$ cat src/rtl/vga_sync_gen.sv
// vga_sync_gen: VGA-style raster timing generator.
//
// A clock divider produces one pixel tick every c_clk_div clocks. Pixel and line counters
// advance on that tick, and the horizontal and vertical timing is decoded from them. Every
// output is registered. The coordinate and sync outputs change only on a tick, so they stay
// stable for the whole pixel period and hold their values while en is low.
//
// Ports:
//   clk          clock
//   rst          synchronous active-high reset; takes priority over en
//   en           timing advance enable; low freezes the generator
//   new_pxl      one-clk pulse on the last clk of each pixel period
//   visible      current pixel is inside the active area
//   hsync/vsync  sync outputs; c_hsync_act/c_vsync_act set the active level
//   col/row      current column and line
//   col_sc/row_sc  col and row shifted right by c_scale_log2
//   line_start   pulse coincident with new_pxl when col == 0
//   frame_start  pulse coincident with new_pxl when col == 0 and row == 0
//   frame_cnt    completed-frame count, wraps modulo 2^c_nb_frame
module vga_sync_gen #(
  parameter int unsigned c_pxl_visible  = 640,
  parameter int unsigned c_pxl_fporch   = 16,
  parameter int unsigned c_pxl_synch    = 96,
  parameter int unsigned c_pxl_total    = 800,
  parameter int unsigned c_line_visible = 480,
  parameter int unsigned c_line_fporch  = 9,
  parameter int unsigned c_line_synch   = 2,
  parameter int unsigned c_line_total   = 520,
  parameter int unsigned c_nb_pxls      = 10,
  parameter int unsigned c_nb_lines     = 10,
  parameter int unsigned c_clk_div      = 4,
  parameter int unsigned c_hsync_act    = 0,
  parameter int unsigned c_vsync_act    = 0,
  parameter int unsigned c_scale_log2   = 1,
  parameter int unsigned c_nb_frame     = 8
) (
  input  logic                  clk,
  input  logic                  rst,
  input  logic                  en,
  output logic                  new_pxl,
  output logic                  visible,
  output logic                  hsync,
  output logic                  vsync,
  output logic [c_nb_pxls-1:0]  col,
  output logic [c_nb_lines-1:0] row,
  output logic [c_nb_pxls-1:0]  col_sc,
  output logic [c_nb_lines-1:0] row_sc,
  output logic                  line_start,
  output logic                  frame_start,
  output logic [c_nb_frame-1:0] frame_cnt
);

  // The divider keeps at least one bit so that c_clk_div == 1 still builds. In that case the
  // divider stays at 0, which always equals the last count, so tick follows en directly.
  localparam int unsigned div_w = (c_clk_div > 1) ? $clog2(c_clk_div) : 1;
  localparam logic [div_w-1:0] div_last = div_w'(c_clk_div - 1);

  localparam logic [c_nb_pxls-1:0] pxl_last = c_nb_pxls'(c_pxl_total - 1);
  localparam logic [c_nb_pxls-1:0] pxl_vis  = c_nb_pxls'(c_pxl_visible);
  localparam logic [c_nb_pxls-1:0] hs_beg   = c_nb_pxls'(c_pxl_visible + c_pxl_fporch);
  localparam logic [c_nb_pxls-1:0] hs_end   =
      c_nb_pxls'(c_pxl_visible + c_pxl_fporch + c_pxl_synch);

  localparam logic [c_nb_lines-1:0] line_last = c_nb_lines'(c_line_total - 1);
  localparam logic [c_nb_lines-1:0] line_vis  = c_nb_lines'(c_line_visible);
  localparam logic [c_nb_lines-1:0] vs_beg    = c_nb_lines'(c_line_visible + c_line_fporch);
  localparam logic [c_nb_lines-1:0] vs_end    =
      c_nb_lines'(c_line_visible + c_line_fporch + c_line_synch);

  localparam logic hs_on = (c_hsync_act != 0);
  localparam logic vs_on = (c_vsync_act != 0);

  logic [div_w-1:0]      div_cnt;
  logic [c_nb_pxls-1:0]  pxl_cnt;
  logic [c_nb_lines-1:0] line_cnt;

  logic tick;
  logic visible_h;
  logic visible_v;
  logic hsync_on;
  logic vsync_on;
  logic pxl_wrap;
  logic line_wrap;

  always_comb begin
    tick      = en && (div_cnt == div_last);
    visible_h = (pxl_cnt < pxl_vis);
    visible_v = (line_cnt < line_vis);
    hsync_on  = (pxl_cnt >= hs_beg) && (pxl_cnt < hs_end);
    vsync_on  = (line_cnt >= vs_beg) && (line_cnt < vs_end);
    pxl_wrap  = (pxl_cnt == pxl_last);
    line_wrap = (line_cnt == line_last);
  end

  always_ff @(posedge clk) begin
    if (rst) begin
      div_cnt     <= '0;
      pxl_cnt     <= '0;
      line_cnt    <= '0;
      frame_cnt   <= '0;
      new_pxl     <= 1'b0;
      line_start  <= 1'b0;
      frame_start <= 1'b0;
      visible     <= 1'b0;
      hsync       <= ~hs_on;
      vsync       <= ~vs_on;
      col         <= '0;
      row         <= '0;
      col_sc      <= '0;
      row_sc      <= '0;
    end else begin
      // Pulses are the registered tick, so they are forced low while en is low.
      new_pxl     <= tick;
      line_start  <= tick && (pxl_cnt == '0);
      frame_start <= tick && (pxl_cnt == '0) && (line_cnt == '0);

      if (en) begin
        div_cnt <= (div_cnt == div_last) ? '0 : div_cnt + 1'b1;
      end

      if (tick) begin
        // Capture the pixel being presented before the counters move on to the next one.
        col     <= pxl_cnt;
        row     <= line_cnt;
        col_sc  <= pxl_cnt >> c_scale_log2;
        row_sc  <= line_cnt >> c_scale_log2;
        visible <= visible_h && visible_v;
        hsync   <= hsync_on ? hs_on : ~hs_on;
        vsync   <= vsync_on ? vs_on : ~vs_on;

        if (pxl_wrap) begin
          pxl_cnt <= '0;
          if (line_wrap) begin
            line_cnt  <= '0;
            frame_cnt <= frame_cnt + 1'b1;
          end else begin
            line_cnt <= line_cnt + 1'b1;
          end
        end else begin
          pxl_cnt <= pxl_cnt + 1'b1;
        end
      end
    end
  end

endmodule

$ cat config.mk
export PLATFORM = sky130hd
export DESIGN_NAME = vga_sync_gen
export DESIGN_NICKNAME = d
export VERILOG_FILES = /design/src/rtl/vga_sync_gen.sv
export SDC_FILE = /design/constraint.sdc
export NUM_CORES = 1
export LEC_CHECK = 0
export BUFFER_PORTS_ARGS = -buffer_cell sky130_fd_sc_hd__buf_2
export CAP_MARGIN = 20
export CORE_ASPECT_RATIO = 1.4
export CORE_MARGIN = 2
export CORE_UTILIZATION = 40
export DETAILED_ROUTE_END_ITERATION = 8
export SYNTH_ARGS = -nofsm -noshare
export SYNTH_HDL_FRONTEND = slang
export SYNTH_SLANG_ARGS = --single-unit
$ cat constraint.sdc
create_clock -name clk -period 4.56 [get_ports clk]
set_input_delay 0.228 -clock clk [delete_from_list [all_inputs] [get_ports clk]]
set_output_delay 0.228 -clock clk [all_outputs]
set_load 0.02 [all_outputs]
==> flow_metrics.py <==
metrics = {
    "status": {
        "outcome": "finished, final reports clean",
    },
    "final_layout": {
        "nets": 357,
        "fin_util": 0.455,
        "drive_gt1_frac": 0.198,
        "antenna_cells": 0,
        "fill_cells": 660,
        "syn_to_final_growth_pct": 9.20,
        "layout.cells.non_filler": 420,
    },
    "cts": {
        "htreeDepth": 2,
        "ctsHoldBuffers": 0,
        "clock_latency_ns": 0.31,
        "cts_buffer_depth": 2,
        "clk_pin_slew_ns": 0.10,
        "cts_inserted_buffers": 5,
        "cts.repair.resized": 0,
        "cts_tree": "yes",
        "cts_setup_buffers": 0,
        "cts_root_buffer": "clkbuf_8",
        "numClockSinks": 56,
    },
    "logic_synthesis": {
        "synthXorXnorAreaFrac": 0.0234,
        "synth_top_family_by_area": "simple AND/OR/NAND/NOR gates",
        "synth.avg_cell_area_um2": 8.15,
        "synth_most_common_cell": "dfxtp_1",
        "synth.cell_area_um2": 2630,
        "synth-edff-count": 0,
        "synth.largest_area_cell": "dfxtp_1",
        "synthCells": 322,
        "async_flop_share": 0,
        "synth_top_area_share": 0.427,
        "synth_fa_ha_area_frac": 0.0334,
        "ys_ff_latch": 56,
        "ys_warn_count": 0,
        "synth-compound-area-share": 0.128,
        "synthSimpleGateAreaFrac": 0.270,
        "ys_seq_area_frac": 0.427,
        "synth_ff_type": "dfxtp_1",
        "synthTopCellsByArea": "dfxtp_1, a21oi_1, nand2_1",
        "synth_mux_area_frac": 0.0205,
        "synthTopCellsByCount": "dfxtp_1, nand2_1, a21oi_1",
        "ys_types": 40,
    },
    "sta": {
        "fmax_ghz": 0.449,
        "final.period_utilization": 0.488,
        "fin_skew_ns": 0.0104,
        "rsz0062_at_grt": "false",
        "totalNegativeSetupSlack_ns": 0,
        "hold_viol": 0,
        "setup_viol_count_final": 0,
        "tightest_slew_ns": 0.851,
        "whs_ns": 0.238,
        "period_needed_ns": 2.23,
        "maxSlewViolCount": 0,
        "max_slew_margin": 0.432,
    },
    "worst_setup_path": {
        "critPathLaunchType": "register",
        "cp_cell_sequence": "or4_4 -> or4_4 -> or4_1 -> a21oi_1",
        "worst_path_largest_cell_delay_ns": 0.58,
        "cp.required_ns": 4.80,
        "arrival_ns": 2.46,
        "end_kind": "register",
        "critPathMostFrequentCell": "or4_4",
        "path_buf_inv": 0,
        "reg2reg_slack_ns": 2.33,
        "cp_max_fo": 13,
        "slowest_stage": "or4_4",
        "crit_type": "register to register",
        "cp_top_family": "simple AND/OR/NAND/NOR gates",
    },
    "floorplanning": {
        "num_io_pins": 57,
        "core_um2": 6300,
        "die_w_um": 72.5,
        "num_rows": 34,
        "die_height_um": 99.9,
        "initial_core_util": 0.417,
        "dieArea_um2": 7240,
    },
    "detailed_routing": {
        "drt_iter0_markers": 209,
        "num_vias": 2271,
        "drt_wl_total_mm": 5.89,
        "drt_first_pass_iters": 4,
        "drcViolationCount": 0,
        "final_antenna_net_count": 0,
        "wl_per_cell_um": 14.0,
        "vias_per_cell": 5.41,
    },
    "power_and_ir_drop": {
        "combPwrFrac": 0.028,
        "power.leakage_nw": 1.15,
        "power-per-cell-area_nw_per_um2": 274,
        "peakVddDrop_mv": 0.115,
        "power_frac_clock": 0.344,
        "power_frac_seq": 0.628,
        "switching_power_mw": 0.177,
        "sw_frac_of_total": 0.226,
        "internal_power_mw": 0.607,
    },
    "grt": {
        "grt_overflow": 0,
        "grt_max_degree": 47,
        "grt_pass1_wl_mm": 9.85,
        "antenna_found_initial": 0,
        "grt_pass1_vias": 2053,
        "grt_usage": 0.171,
    },
    "min_path": {
        "hold_path.class": "input pin to register",
    },
    "place": {
        "hpwl_mm": 4.12,
        "place_inst": 412,
        "gp_congestion": 0.781,
        "portBuffers": 54,
    },
    "job": {
        "drv_cap": 0,
    },
}
-- per-layer routing --
| layer | share of wire | wire length, um | up-vias | GRT usage |
|---|---|---|---|---|
| li1 | - | - | 1144 | - |
| met1 | 0.42 | 2500 | 1066 | 0.209 |
| met2 | 0.52 | 3070 | 54 | 0.300 |
| met3 | 0.040 | 238 | 7 | 0.0271 |
| met4 | 0.015 | 87 | 0 | 0.0598 |
| met5 | 0 | 0 | - | 0 |
-- area by class of cell --
class                   count  area, um^2  area share
clock buffers               7        76.3      0.0266
clock inverters             1        8.76     0.00306
inverters                   6        22.5     0.00786
multi-input cells         221        1250       0.438
flip-flops and latches     56        1120       0.391
well taps                  72        90.1      0.0314
repair buffers             57         293       0.102
-- tightest hold or removal path: stages --
cell,delay (ns)
buf_2,0.14
mux2i_1,0.08
nor2_1,0.07
-- per-stage QoR --
step	total power [mW]	instance area, um^2	worst slack, ns
2_1_floorplan	0.521	2630	2.39
3_3_place_gp	0.526	2780	2.38
3_5_place_dp	0.526	2780	2.35
4_1_cts	0.795	2870	2.33
5_1_grt	0.818	2870	2.19
6_report	0.784	2870	2.33
-- power groups by stage --
stage	combinational, mW	clock [mW]	sequential (mW)
floorplan	0.0170	0	0.504
global placement	0.0220	0	0.504
detailed placement	0.0221	0	0.504
CTS	0.0222	0.280	0.493
global route	0.0245	0.300	0.493
finish	0.0217	0.270	0.492
-- logic make-up (layout without fill, tap and decap cells) --
family	after synthesis	in the layout
flops	56	56
fa+ha+maj	7	7
xor+xnor	7	7
simple gates	139	139
buf+inv	46	71
other cells	1	2
mux	5	5
compound gates	61	61
-- worst paths after layout --
kind / from / end / depth (start not counted)
worst max-delay path: line_cnt[3] / frame_cnt[4] / 4
worst min-delay path: en / div_cnt[0] / 3
worst max register to register: line_cnt[3] / frame_cnt[4] / 4
worst min register to register: col[0] / col[0] / 2
-- sequential cells by signal (all words and copies together), names as in the netlist --
register     flops
hsync            1
frame_start      1
visible          1
line_start       1
line_cnt        10
col             10
vsync            1
frame_cnt        8
div_cnt          2
row             10
new_pxl          1
pxl_cnt         10
-- placed cells by master (no fill, tap or decap), drive strengths merged, types with 2 or more instances in the layout --
cell | Yosys | routed
clkbuf | 13 | 7
nor2b | 3 | 3
and2 | 4 | 4
xor2 | 4 | 4
nand2b | 3 | 3
buf | 27 | 57
inv | 6 | 6
a21oi | 39 | 39
nor4 | 3 | 3
o31ai | 4 | 4
o21ai | 12 | 12
nor3b | 2 | 2
xnor2 | 3 | 3
nand3 | 17 | 17
or4 | 6 | 6
and3 | 6 | 6
dfxtp | 56 | 56
mux2i | 2 | 2
nand2 | 48 | 48
and4 | 3 | 3
nor2 | 19 | 19
nor3 | 5 | 5
ha | 7 | 7
mux2 | 3 | 3
nand4 | 7 | 7
or3 | 9 | 9
conb | 1 | 2
(Power assumes the default switching activity.)
